$ cat config.mk
export PLATFORM = sky130hd
export DESIGN_NAME = led_pattern_engine
export DESIGN_NICKNAME = d
export VERILOG_FILES = /design/src/rtl/led_pattern_engine.sv
export SDC_FILE = /design/constraint.sdc
export NUM_CORES = 1
export LEC_CHECK = 0
export ABC_CLOCK_PERIOD_IN_PS = 2000
export CAP_MARGIN = 20
export CORE_MARGIN = 2
export CORE_UTILIZATION = 60
export DETAILED_ROUTE_END_ITERATION = 8
export DONT_BUFFER_PORTS = 1
export GPL_TIMING_DRIVEN = 0
export PLACE_DENSITY = 0.76
export SYNTH_ARGS = -nofsm -noshare
export SYNTH_HDL_FRONTEND = slang
export SYNTH_SLANG_ARGS = --single-unit
$ cat constraint.sdc
create_clock -name clock -period 2 [get_ports clock]
set_input_delay 0.2 -clock clock [delete_from_list [all_inputs] [get_ports clock]]
set_output_delay 0.2 -clock clock [all_outputs]
set_load 0.02 [all_outputs]
$ cat src/rtl/led_pattern_engine.sv
// led_pattern_engine: multi-channel LED driver with per-channel OFF/ON/BLINK/PWM modes.
// A shared prescaler produces a one-clock tick every 2**PRESCALE_W clocks. A shared PWM
// phase counter advances on each tick. Channels are configured through a single write port.
// Define LED_PATTERN_BREATHE_EN to build mode 4 (BREATHE). Without it, mode 4 is rejected
// and no duty or direction registers exist.
module led_pattern_engine #(
  parameter int unsigned CHANNELS   = 3,
  parameter int unsigned PRESCALE_W = 16,
  parameter int unsigned PWM_W      = 8,
  localparam int unsigned CH_W      = (CHANNELS > 1) ? $clog2(CHANNELS) : 1
) (
  input  logic                clock,
  input  logic                reset,
  input  logic                wr_en,
  input  logic [CH_W-1:0]     wr_chan,
  input  logic [2:0]          wr_mode,
  input  logic [PWM_W-1:0]    wr_arg,
  output logic                wr_ack,
  output logic                wr_err,
  output logic                tick,
  output logic [CHANNELS-1:0] led
);

  typedef enum logic [2:0] {
    ModeOff     = 3'd0,
    ModeOn      = 3'd1,
    ModeBlink   = 3'd2,
    ModePwm     = 3'd3,
    ModeBreathe = 3'd4
  } mode_e;

  logic [PRESCALE_W-1:0] presc_q;
  logic [PWM_W-1:0]      phase_q;
  logic                  tick_q;
  logic                  ack_q;
  logic                  err_q;
  logic                  wr_valid;
  logic [CHANNELS-1:0]   led_d;
  logic [CHANNELS-1:0]   led_q;

`ifdef LED_PATTERN_BREATHE_EN
  // The phase counter moves from all-ones back to zero on this tick.
  logic phase_wrap;
  assign phase_wrap = tick_q && (phase_q == '1);
`endif

  // Classify the incoming write. An out-of-range channel or an unsupported mode is rejected.
  always_comb begin
    wr_valid = 1'b0;
    if (32'(wr_chan) < CHANNELS) begin
      wr_valid = (wr_mode <= 3'd3);
`ifdef LED_PATTERN_BREATHE_EN
      if (wr_mode == 3'd4) begin
        wr_valid = 1'b1;
      end
`endif
    end
  end

  // Shared prescaler, tick strobe, PWM phase, and write handshake pulses.
  always_ff @(posedge clock) begin
    if (!reset) begin
      presc_q <= '0;
      phase_q <= '0;
      tick_q  <= 1'b0;
      ack_q   <= 1'b0;
      err_q   <= 1'b0;
    end else begin
      presc_q <= presc_q + PRESCALE_W'(1);
      tick_q  <= (presc_q == '1);
      if (tick_q) begin
        phase_q <= phase_q + PWM_W'(1);
      end
      ack_q <= wr_en & wr_valid;
      err_q <= wr_en & ~wr_valid;
    end
  end

  for (genvar i = 0; i < CHANNELS; i++) begin : g_chan
    mode_e            mode_q;
    logic [PWM_W-1:0] arg_q;
    logic [PWM_W-1:0] cnt_q;
    logic             blink_q;
    logic             wr_hit;
    logic             led_bit;

    assign wr_hit = wr_en && wr_valid && (wr_chan == CH_W'(i));

    // Channel config and blink timing. A write overrides a tick in the same cycle.
    always_ff @(posedge clock) begin
      if (!reset) begin
        mode_q  <= ModeOff;
        arg_q   <= '0;
        cnt_q   <= '0;
        blink_q <= 1'b0;
      end else if (wr_hit) begin
        mode_q  <= mode_e'(wr_mode);
        arg_q   <= wr_arg;
        cnt_q   <= '0;
        blink_q <= 1'b0;
      end else if (tick_q && (mode_q == ModeBlink)) begin
        if (cnt_q == arg_q) begin
          blink_q <= ~blink_q;
          cnt_q   <= '0;
        end else begin
          cnt_q <= cnt_q + PWM_W'(1);
        end
      end
    end

`ifdef LED_PATTERN_BREATHE_EN
    logic [PWM_W-1:0] duty_q;
    logic             down_q;
    logic [PWM_W:0]   duty_sum;

    assign duty_sum = {1'b0, duty_q} + {1'b0, arg_q};

    // At each phase wrap, move duty by arg and reverse direction at either end.
    always_ff @(posedge clock) begin
      if (!reset) begin
        duty_q <= '0;
        down_q <= 1'b0;
      end else if (wr_hit) begin
        duty_q <= '0;
        down_q <= 1'b0;
      end else if (phase_wrap && (mode_q == ModeBreathe)) begin
        if (!down_q) begin
          if (duty_sum >= {1'b0, {PWM_W{1'b1}}}) begin
            duty_q <= '1;
            down_q <= 1'b1;
          end else begin
            duty_q <= duty_sum[PWM_W-1:0];
          end
        end else begin
          if (duty_q <= arg_q) begin
            duty_q <= '0;
            down_q <= 1'b0;
          end else begin
            duty_q <= duty_q - arg_q;
          end
        end
      end
    end
`endif

    // Next LED level for this channel from its current mode and state.
    always_comb begin
      led_bit = 1'b0;
      case (mode_q)
        ModeOn:      led_bit = 1'b1;
        ModeBlink:   led_bit = blink_q;
        ModePwm:     led_bit = (phase_q < arg_q);
`ifdef LED_PATTERN_BREATHE_EN
        ModeBreathe: led_bit = (phase_q < duty_q);
`endif
        default:     led_bit = 1'b0;
      endcase
    end

    assign led_d[i] = led_bit;
  end

  // LED pins are registered, so they follow the channel state one clock later.
  always_ff @(posedge clock) begin
    if (!reset) begin
      led_q <= '0;
    end else begin
      led_q <= led_d;
    end
  end

  assign wr_ack = ack_q;
  assign wr_err = err_q;
  assign tick   = tick_q;
  assign led    = led_q;

endmodule

==> summary.txt, run 1 <==
Outcome
  • Run status: complete, no violations

Critical path
  • CP Capture Type: flip-flop
  • Cell-by-cell listing of the critical path: buf_4 -> and4bb_2 -> buf_2 -> nand3_1 -> or4_4 -> xnor2_1 -> and3_1
  • Sort of element at the start of the critical path: flip-flop
  • Crit path launch: tick
  • Required time of the worst setup path: 2.25 ns
  • Buffering stage count on the worst path with inverters included: 2
  • Type of the worst setup path: reg -> reg
  • CP Max Fanout: 9
  • Arrival time at the worst endpoint: 2.18 ns
  • Family of cells with the greatest summed delay on the critical path: simple AND/OR/NAND/NOR gates
  • CP max stage cell: sky130_fd_sc_hd__or4_4
  • Worst R2R Start: tick
  • Largest incremental delay on the critical path: 0.44 ns

Synthesis
  • Number of instances in the synthesized netlist: 503
  • Synthesized area divided by synthesized cell count: 8.49 sq um
  • Leading area contributor after synthesis: sky130_fd_sc_hd__dfxtp_1
  • Net count after synthesis: 545
  • Leading post-synthesis cells by instance count: 90 x sky130_fd_sc_hd__dfxtp_1, 81 x sky130_fd_sc_hd__nand2_1, 53 x sky130_fd_sc_hd__nor2_1
  • Sequential share of the synthesized area: 0.422
  • Count of unique library cells instantiated by Yosys: 34
  • Synth Warn #: 0
  • Post-synthesis instance area: 0.00427 sq mm
  • Most common cell in the netlist: sky130_fd_sc_hd__dfxtp_1
  • Share of flip-flops with an asynchronous set or reset after synthesis: 0
  • Most used flip-flop cell after synthesis: sky130_fd_sc_hd__dfxtp_1
  • Top cell type's share of synthesized area: 0.422
  • Biggest area contributors in the synthesized netlist: sky130_fd_sc_hd__dfxtp_1 42%, sky130_fd_sc_hd__xor2_1 9.2%, sky130_fd_sc_hd__ha_1 7.6%, sky130_fd_sc_hd__nand2_1 7.1%, sky130_fd_sc_hd__nor2_1 4.7%
  • Count of flip-flops with a built-in enable after synthesis: 0
  • Synthesis-stage register bit count: 90

Floorplan
  • FP Rows: 30
  • Overall die area: 0.00781 sq mm
  • Top-Level Pins: 22
  • Die height: 88.4 microns
  • Starting Density: 0.625
  • Total core area: 0.00683 sq mm
  • X dimension of the die: 88.4 microns

Placement
  • IO Port Bufs: 0
  • Pre-CTS setup slack: -0.0974 ns
  • Global placement routability congestion: 0.901
  • DP HPWL: 6.81 mm

Global routing
  • Initial antenna violation count: 0
  • Overall fraction of global-route tracks in use: 0.256
  • Pin count of the biggest net entering global routing: 15
  • Global-route wire length before repair: 15.4 mm
  • Vias in the first global route: 3303
  • Total grt overflow: 0

STA
  • Count of endpoints failing setup in the final report: 0
  • Unrepaired setup endpoints after global routing: no
  • Post-route worst setup slack: 0.0729 ns
  • Final hold viol count: 0
  • Largest clock skew in the final design: 0.00655 ns
  • Maximum achievable frequency: 519 MHz
  • Period Utilization, post-route: 0.964
  • Sum Neg Setup Slack: 0 ns
  • Total count of max-transition violations in the final report: 0
  • Slew @ Worst Pin: 0.661 ns
  • Minimum clock period: 1.93 ns
  • Tightest slew margin relative to the limit: 0.555

Finish
  • Total of fill cells in the finished design: 578
  • Total area of sequential cells: 0.00180 sq mm
  • Ant. Diodes: 0
  • Net count reported at finish: 569
  • Area of the multi-input gates: 0.00231 sq mm
  • Layout cells sized above 1: 0.0470
  • Signed area change from the synthesized netlist to the final layout: 10.2%

Clock tree
  • Buffers inserted by post-CTS timing repair: 0
  • H-tree levels: 3
  • Maximum clock insertion buffer count: 2
  • Clock Pin Slew Worst Setup and Hold Paths: 0.08 ns
  • TritonCTS clock tree: done
  • Clock buffers created by TritonCTS: 9
  • Master cell of the clock root buffer: sky130_fd_sc_hd__clkbuf_8
  • Clock Sink Count: 90
  • Worst skew pair latency: 0.36 ns

Route
  • Detailed-routed wire length on met2: 4.27 mm
  • Vias per std cell: 5.43
  • Routed length per placed instance: 14.7 microns
  • Via total after detailed routing: 3413
  • Detailed-route DRC error count: 0
  • Top routing layer in use: met4
  • Detailed Route Iter0 Violations: 157
  • Sum of routed wire segments on met1: 4.22 mm
  • Routed length on met3: 476 microns
  • Post-detailed-route count of antenna-violating nets: 0
  • Detailed-router iteration count before antenna repair: 4
  • Sum of routed wire length over all layers: 9.20 mm

Min path
  • HP Start: wr_chan[0]
  • Path type of the worst min-delay path: in -> reg

Job
  • Max-cap viol count: 0

Pwr
  • Maximum VDD drop: 0.418 mV
  • Total Power Consumption: 3.09 mW
  • Power per standard cell area: 656 mW/mm^2
  • Leakage power: 1.80 nW
==> worst paths after layout <==
check	endpoint	slack (ns)	cells past startpoint
max	g_chan[2].blink_q	0.07	7
min	g_chan[0].arg_q[0]	0.04	3
max reg2reg	g_chan[2].blink_q	0.07	7
min reg2reg	presc_q[0]	0.47	1
==> area by class of cell <==
cell class / count / share of cell area
clock inverter: 5 / 0.00638
sequential: 90 / 0.383
multi-input combinational: 371 / 0.491
inverter: 26 / 0.0207
timing repair buffer: 14 / 0.0298
clock buffer: 11 / 0.0300
buffer: 15 / 0.0133
tap: 96 / 0.0255
==> repair_timing <==
item	in CTS	in global routing
endpoints found under the setup margin	9	9
endpoints found under the hold margin	33	0
gates resized for setup	2	1
hold buffers	14	0
pin swaps	0	0
==> metrics by stage <==
| stage | utilization | hold slack [ns] | area (sq um) | cells |
|---|---|---|---|---|
| 2_1_floorplan | - | 0.299 | 4270 | 503 |
| 3_3_place_gp | 0.643 | 0.337 | 4390 | 599 |
| 3_5_place_dp | 0.643 | 0.342 | 4390 | 599 |
| 4_1_cts | 0.689 | 0.0247 | 4710 | 629 |
| 5_1_grt | 0.689 | 0.0480 | 4710 | 628 |
| 6_report | 0.689 | 0.0394 | 4710 | 628 |
==> worst register-to-register path, delay by kind of cell (launching register included) <==
kind / cells / cell delay [ns]
XOR/XNOR: 1 / 0.14
buffers and inverters: 2 / 0.37
flip-flops: 1 / 0.40
AND/OR/NAND/NOR: 4 / 0.93
==> layout by cell type (no fill, tap or decap), types with 4 or more instances in the layout <==
| master | Yosys | routed |
|---|---|---|
| sky130_fd_sc_hd__o21ai_0 | 8 | 8 |
| sky130_fd_sc_hd__nand2_1 | 81 | 81 |
| sky130_fd_sc_hd__xnor2_1 | 21 | 21 |
| sky130_fd_sc_hd__ha_1 | 26 | 26 |
| sky130_fd_sc_hd__a211oi_1 | 4 | 4 |
| sky130_fd_sc_hd__xor2_1 | 45 | 45 |
| sky130_fd_sc_hd__nor4_1 | 5 | 5 |
| sky130_fd_sc_hd__mux2i_1 | 5 | 5 |
| sky130_fd_sc_hd__nand2b_1 | 8 | 8 |
| sky130_fd_sc_hd__a21oi_1 | 38 | 38 |
| sky130_fd_sc_hd__nor2_1 | 53 | 53 |
| sky130_fd_sc_hd__dlygate4sd3_1 | 0 | 14 |
| sky130_fd_sc_hd__nor2b_1 | 4 | 4 |
| sky130_fd_sc_hd__and3_1 | 10 | 10 |
| sky130_fd_sc_hd__clkbuf_8 | 0 | 10 |
| sky130_fd_sc_hd__inv_1 | 25 | 25 |
| sky130_fd_sc_hd__nor3_1 | 7 | 7 |
| sky130_fd_sc_hd__nand3_1 | 14 | 13 |
| sky130_fd_sc_hd__dfxtp_1 | 90 | 89 |
| sky130_fd_sc_hd__and4_1 | 4 | 4 |
| sky130_fd_sc_hd__clkbuf_1 | 12 | 11 |
| sky130_fd_sc_hd__nand4_1 | 17 | 17 |
| sky130_fd_sc_hd__and2_1 | 4 | 4 |
==> kinds of logic (layout without fill, tap and decap cells) <==
family / after synthesis / in the layout / synth area share
simple gates: 217 / 217 / 0.242
flops: 90 / 90 / 0.422
xor+xnor: 66 / 66 / 0.135
compound gates: 56 / 56 / 0.0724
buf+inv: 42 / 71 / 0.0381
fa+ha+maj: 26 / 26 / 0.0762
mux: 6 / 6 / 0.0144
==> registers in the layout, indices dropped and copies added (netlist names), 3 cells and up <==
signal and flops:
g_chan.blink_q 3, g_chan.mode_q 9, phase_q 8, presc_q 16, g_chan.arg_q 24, led 3
g_chan.cnt_q 24
==> report_power, final <==
part,total [mW],switching [mW],internal (mW)
combinational,0.147,0.0888,0.0584
sequential,1.83,0.0221,1.81
clock,1.11,0.628,0.480
total,3.09,0.739,2.35
==> layer usage <==
metal | track usage | up-vias
li1 | - | 1728
met1 | 0.320 | 1606
met2 | 0.425 | 59
met3 | 0.0709 | 20
met4 | 0.0937 | 0
met5 | 0 | -
(Power assumes the default switching activity.)
==> run 2: changes to the inputs <==
- CORE_MARGIN: 2 -> not set
- RECOVER_POWER: not set -> 100
==> summary.txt, run 2 (synthesized netlist as in run 1, its figures left out) <==
Critical path
  • Required time of the worst setup path: 2.27 ns (+0.02 ns)
  • Largest incremental delay on the critical path: 0.45 ns (about the same)
  • Sort of element at the start of the critical path: flip-flop
  • Arrival time at the worst endpoint: 2.18 ns (about the same)
  • Type of the worst setup path: reg -> reg
  • CP Capture Type: flip-flop
  • Cell-by-cell listing of the critical path: buf_6 -> and4bb_2 -> buf_2 -> nand3_1 -> or4_4 -> xnor2_1 -> and3_1
  • CP Max Fanout: 9 (unchanged)
  • CP max stage cell: sky130_fd_sc_hd__or4_4

Route
  • Vias per std cell: 5.51 (+1.4%)
  • Sum of routed wire length over all layers: 9.42 mm (+2.3%)
  • Detailed Route Iter0 Violations: 147 (-6.4%)
  • Detailed-route DRC error count: 0 (unchanged)
  • Routed length per placed instance: 15.0 microns (+2.2%)
  • Post-detailed-route count of antenna-violating nets: 0 (unchanged)
  • Detailed-router iteration count before antenna repair: 4 (unchanged)
  • Via total after detailed routing: 3466 (+1.6%)

Placement
  • IO Port Bufs: 0 (unchanged)
  • Number of placed instances with taps included: 599 (unchanged)
  • Pre-CTS setup slack: -0.0646 ns (+0.0327 ns)
  • Global placement routability congestion: 0.842 (-6.5%)
  • DP HPWL: 6.73 mm (-1.2%)
  • Dpl cell area: 0.00439 sq mm (unchanged)

STA
  • Unrepaired setup endpoints after global routing: no
  • Period Utilization, post-route: 0.955 (-0.00875)
  • Worst hold slack across all endpoints: 0.0252 ns (-0.0141 ns)
  • Count of endpoints failing setup in the final report: 0 (unchanged)
  • Total count of max-transition violations in the final report: 0 (unchanged)
  • Largest clock skew in the final design: 0.00949 ns (+0.00294 ns)
  • Tightest slew margin relative to the limit: 0.617 (+0.0619)
  • Maximum achievable frequency: 524 MHz (+0.92%)
  • Slew @ Worst Pin: 0.569 ns (-0.0920 ns)
  • Final hold viol count: 0 (unchanged)
  • Minimum clock period: 1.91 ns (-0.0175 ns)
  • Post-route worst setup slack: 0.0903 ns (+0.0175 ns)

Global routing
  • Total grt overflow: 0 (unchanged)
  • Pin count of the biggest net entering global routing: 15 (unchanged)
  • Vias in the first global route: 3356 (+1.6%)
  • Initial antenna violation count: 0 (unchanged)
  • Overall fraction of global-route tracks in use: 0.272 (+0.0155)
  • Global-route wire length before repair: 15.5 mm (+0.76%)

Finish
  • Ant. Diodes: 0 (unchanged)
  • Total of fill cells in the finished design: 566 (-2.1%)
  • Leading registers by flop count: g_chan.arg_q (24), g_chan.cnt_q (24), presc_q (16)
  • Most common library cell in the layout ignoring fill and taps: sky130_fd_sc_hd__dfxtp_1
  • Signed area change from the synthesized netlist to the final layout: 11.9%
  • Final instance count without filler cells: 629 (+0.16%)
  • Total non-filler cell area in the finished layout: 0.00478 sq mm (+1.5%)
  • Layout cells sized above 1: 0.0469 (-0.0000882)
  • Highest-count cells in the layout ignoring fill and taps: 89 x sky130_fd_sc_hd__dfxtp_1, 81 x sky130_fd_sc_hd__nand2_1, 53 x sky130_fd_sc_hd__nor2_1
  • Share of the core filled with cells in the final layout: 0.699 (+0.0106)
  • Net count reported at finish: 570 (+0.18%)

Clock tree
  • Maximum clock insertion buffer count: 2 (unchanged)
  • Master cell of the clock root buffer: sky130_fd_sc_hd__clkbuf_8
  • TritonCTS clock tree: done
  • H-tree levels: 3 (unchanged)
  • Worst skew pair latency: 0.37 ns (about the same)
  • Buffers inserted by post-CTS timing repair: 0 (unchanged)
  • Clock Sink Count: 90 (unchanged)
  • Clock Pin Slew Worst Setup and Hold Paths: 0.09 ns (about the same)
  • Clock buffers created by TritonCTS: 9 (unchanged)

Pwr
  • Leakage power: 1.83 nW (+1.5%)
  • Power share of the combinational group: 0.044 (-0.004)
  • Clock network fraction of design power: 0.421 (+0.062)
  • Maximum VDD drop: 0.588 mV (+41%)
  • Power per standard cell area: 716 mW/mm^2 (+9.1%)
  • Proportion of total power due to net switching: 0.219 (-0.0208)
  • Cell-internal power: 2.67 mW (+14%)
  • Part of the total power dissipated in sequential elements: 0.536 (-0.058)
  • Switching power: 748 uW (+1.2%)

Min path
  • Path type of the worst min-delay path: in -> reg

Outcome
  • Run status: complete, no violations

Floorplan
  • FP Rows: 30 (unchanged)
  • X dimension of the die: 86.4 microns (-2.3%)
  • Die height: 86.4 microns (-2.3%)
  • Overall die area: 0.00746 sq mm (-4.5%)
  • Total core area: 0.00683 sq mm (unchanged)
  • Top-Level Pins: 22 (unchanged)
  • Starting Density: 0.625 (unchanged)

Job
  • Max-cap viol count: 0 (unchanged)
## run 2: changes by cell type in the layout (fill, tap and decap cells not counted), sizes merged
cell and change:
bufinv +2, clkbuf +3, clkinvlp -1, clkinv -2, buf -1
## run 2: cell type report
| cell class | instances | area (sq um) | area share |
|---|---|---|---|
| clock buffers | 12 | 165 | 0.0346 |
| flip-flops and latches | 90 | 1800 | 0.377 |
| multi-input cells | 371 | 2310 | 0.484 |
| inverters | 26 | 97.6 | 0.0204 |
| clock inverters | 4 | 72.6 | 0.0152 |
| plain buffers | 16 | 68.8 | 0.0144 |
| repair buffers | 14 | 140 | 0.0293 |
| well taps | 96 | 120 | 0.0251 |
## run 2: metrics by stage
step | power [mW] | setup TNS [ns]
after global placement | 1.98 | -0.553
after CTS | 3.45 | 0
after floorplan | 1.96 | 0
final | 3.42 | 0
after detailed placement | 1.99 | -0.482
after global routing | 3.53 | 0
## run 2: timing repair
action,in CTS,in global routing
hold buffers,14,0
resized for setup,2,2
hold endpoints to repair,33,0
endpoints found under the setup margin,9,4
## run 2: worst max-delay path, delay by kind of cell, from the launching register on
family / cells / cell delay, ns
xor gates and xnor gates: 1 / 0.14
buffers and inverters: 2 / 0.33
DFF: 1 / 0.41
and+or+nand+nor: 4 / 0.94
## run 2: final timing paths
path	start	endpoint	slack (ns)	depth (start not counted)
worst max-delay path	tick	g_chan[2].blink_q	0.09	7
worst min-delay path	wr_chan[0]	g_chan[0].arg_q[0]	0.03	3
worst max register to register	tick	g_chan[2].blink_q	0.09	7
worst min register to register	presc_q[0]	presc_q[0]	0.46	1
## run 2: metal layers
| metal | GRT usage | routed length, microns |
|---|---|---|
| met1 | 0.316 | 4140 |
| met4 | 0.141 | 310 |
| met3 | 0.0838 | 472 |
| met5 | 0 | 0 |
| met2 | 0.452 | 4500 |
## run 2: power groups by stage
stage               clock, mW  combinational (mW)  sequential [mW]
finish                   1.44               0.150             1.83
global route             1.53               0.165             1.84
floorplan                   0              0.0877             1.87
CTS                      1.47               0.148             1.83
global placement            0               0.110             1.87
detailed placement          0               0.113             1.87
==> run 3: changes to the inputs <==
- ABC_CLOCK_PERIOD_IN_PS: 2000 -> 1800
- clock period: 2 -> 1.8 ns (I/O delays scaled with it)
==> summary.txt, run 3 (synthesized netlist as in run 1, its figures left out) <==
Route
  • Post-detailed-route count of antenna-violating nets: 0 (unchanged)
  • Sum of routed wire length over all layers: 9.31 mm (-1.2%)
  • Detailed Route Iter0 Violations: 176 (+20%)
  • Via total after detailed routing: 3427 (-1.1%)
  • Vias per std cell: 5.41 (-1.8%)
  • Detailed-router iteration count before antenna repair: 4 (unchanged)
  • Routed length per placed instance: 14.7 microns (-1.8%)
  • Detailed-route DRC error count: 0 (unchanged)

Critical path
  • CP Max Fanout: 8 (-1)
  • Largest incremental delay on the critical path: 0.44 ns (about the same)
  • Worst-case reg-to-reg path depth: 6 (-1)
  • CP Depth: 6 (-1)
  • Buffering stage count on the worst path with inverters included: 1 (-1)
  • Cell-by-cell listing of the critical path: buf_8 -> and4bb_4 -> nand3_1 -> or4_4 -> xnor2_1 -> and3_1
  • Arrival time at the worst endpoint: 2.00 ns (-0.18 ns)
  • Family of cells with the greatest summed delay on the critical path: simple AND/OR/NAND/NOR gates
  • Sort of element at the start of the critical path: flip-flop
  • Type of the worst setup path: reg -> reg
  • CP Capture Type: flip-flop
  • Required time of the worst setup path: 2.06 ns (-0.21 ns)
  • CP max stage cell: sky130_fd_sc_hd__or4_4

Finish
  • Leading registers by flop count: g_chan.arg_q (24), g_chan.cnt_q (24), presc_q (16)
  • Final instance count without filler cells: 633 (+0.64%)
  • Ant. Diodes: 0 (unchanged)
  • Net count reported at finish: 574 (+0.70%)
  • Total area of sequential cells: 0.00181 sq mm (+0.14%)
  • Total of fill cells in the finished design: 567 (+0.18%)
  • Area of the multi-input gates: 0.00232 sq mm (+0.43%)
  • Signed area change from the synthesized netlist to the final layout: 12.3%
  • Layout cells sized above 1: 0.0577 (+0.0108)
  • Total non-filler cell area in the finished layout: 0.00480 sq mm (+0.39%)
  • Most common library cell in the layout ignoring fill and taps: sky130_fd_sc_hd__dfxtp_1
  • Highest-count cells in the layout ignoring fill and taps: 89 x sky130_fd_sc_hd__dfxtp_1, 81 x sky130_fd_sc_hd__nand2_1, 53 x sky130_fd_sc_hd__nor2_1

Placement
  • Global placement routability congestion: 0.854 (+1.4%)
  • IO Port Bufs: 0 (unchanged)
  • Number of placed instances with taps included: 599 (unchanged)
  • Dpl cell area: 0.00439 sq mm (about the same)
  • DP HPWL: 6.80 mm (+1.1%)
  • Pre-CTS setup slack: -0.233 ns (-0.169 ns)

Pwr
  • Maximum VDD drop: 0.502 mV (-15%)
  • Power per standard cell area: 740 mW/mm^2 (+3.3%)
  • Leakage power: 1.85 nW (+0.93%)

STA
  • Largest clock skew in the final design: 0.00622 ns (-0.00327 ns)
  • Total count of max-transition violations in the final report: 0 (unchanged)
  • Post-route worst setup slack: 0.0599 ns (-0.0304 ns)
  • Period Utilization, post-route: 0.967 (+0.0119)
  • Final hold viol count: 0 (unchanged)
  • Count of endpoints failing setup in the final report: 0 (unchanged)
  • Slew @ Worst Pin: 0.655 ns (+0.0864 ns)
  • Maximum achievable frequency: 575 MHz (+9.7%)
  • Minimum clock period: 1.74 ns (-0.170 ns)
  • Sum Neg Setup Slack: 0 ns (unchanged)
  • Tightest slew margin relative to the limit: 0.559 (-0.0581)
  • Unrepaired setup endpoints after global routing: yes
  • Worst hold slack across all endpoints: 0.0275 ns (+0.00230 ns)

Floorplan
  • Total core area: 0.00683 sq mm (unchanged)
  • Starting Density: 0.625 (unchanged)
  • Overall die area: 0.00746 sq mm (unchanged)
  • Top-Level Pins: 22 (unchanged)
  • X dimension of the die: 86.4 microns (unchanged)
  • FP Rows: 30 (unchanged)
  • Die height: 86.4 microns (unchanged)

Global routing
  • Initial antenna violation count: 0 (unchanged)
  • Pin count of the biggest net entering global routing: 15 (unchanged)
  • Global-route wire length before repair: 15.7 mm (+1.4%)
  • Total grt overflow: 0 (unchanged)
  • Overall fraction of global-route tracks in use: 0.276 (+0.00432)
  • Vias in the first global route: 3316 (-1.2%)

Clock tree
  • H-tree levels: 3 (unchanged)
  • Worst skew pair latency: 0.36 ns (about the same)
  • Clock buffers created by TritonCTS: 9 (unchanged)
  • Maximum clock insertion buffer count: 2 (unchanged)
  • Clock Sink Count: 90 (unchanged)
  • TritonCTS clock tree: done
  • Master cell of the clock root buffer: sky130_fd_sc_hd__clkbuf_8
  • Clock Pin Slew Worst Setup and Hold Paths: 0.09 ns (about the same)

Outcome
  • Run status: complete, no violations

Min path
  • Hold Path Cell Cnt: 3 (unchanged)
  • Path type of the worst min-delay path: in -> reg

Job
  • Max-cap viol count: 0 (unchanged)
[run 3: metal layers]
layer | part of all wire | vias to the layer above | routed length, microns | global-route usage
li1 | - | 1739 | - | -
met1 | 0.45 | 1598 | 4210 | 0.335
met2 | 0.48 | 71 | 4450 | 0.466
met3 | 0.044 | 19 | 406 | 0.0648
met4 | 0.027 | 0 | 248 | 0.126
met5 | 0 | - | 0 | 0
[run 3: worst min-delay path: stages]
cell                      delay [ns]
sky130_fd_sc_hd__nor3_1         0.04
sky130_fd_sc_hd__nand2_1        0.06
sky130_fd_sc_hd__a21oi_1        0.05
[run 3: cell type report]
cell class	instances	area share
plain buffers	14	0.0136
clock buffers	13	0.0373
clock inverters	3	0.00443
inverters	26	0.0203
multi-input cells	371	0.484
flip-flops and latches	90	0.376
well taps	96	0.0250
repair buffers	20	0.0391
[run 3: through the flow]
stage                      util  total power, mW
after floorplan               -             2.17
after global placement    0.643             2.20
after detailed placement  0.643             2.21
after CTS                 0.698             3.59
after global routing      0.702             3.67
final                     0.702             3.55
[run 3: final timing paths]
path / from / endpoint / slack [ns]
worst min-delay path: wr_chan[1] / g_chan[0].arg_q[0] / 0.03
worst max-delay path: tick / g_chan[2].blink_q / 0.06
worst min register to register: presc_q[0] / presc_q[0] / 0.47
worst max register to register: tick / g_chan[2].blink_q / 0.06
[run 3: what timing repair did]
item                                   CTS  global route
hold buffers                            15             0
endpoints found under the hold margin   33             0
buffers inserted                         2             3
setup endpoints to repair               21            12
gates cloned                             0             0
pin swaps                                0             0
resized for setup                        5             2
[run 3: report_power, final]
part / leakage [nW] / total [mW] / internal, mW / switching, mW
Clock: 0.102 / 1.35 / 0.653 / 0.693
Combinational: 1.02 / 0.168 / 0.0665 / 0.101
Sequential: 0.728 / 2.03 / 2.01 / 0.0240
Total: 1.85 / 3.55 / 2.73 / 0.818
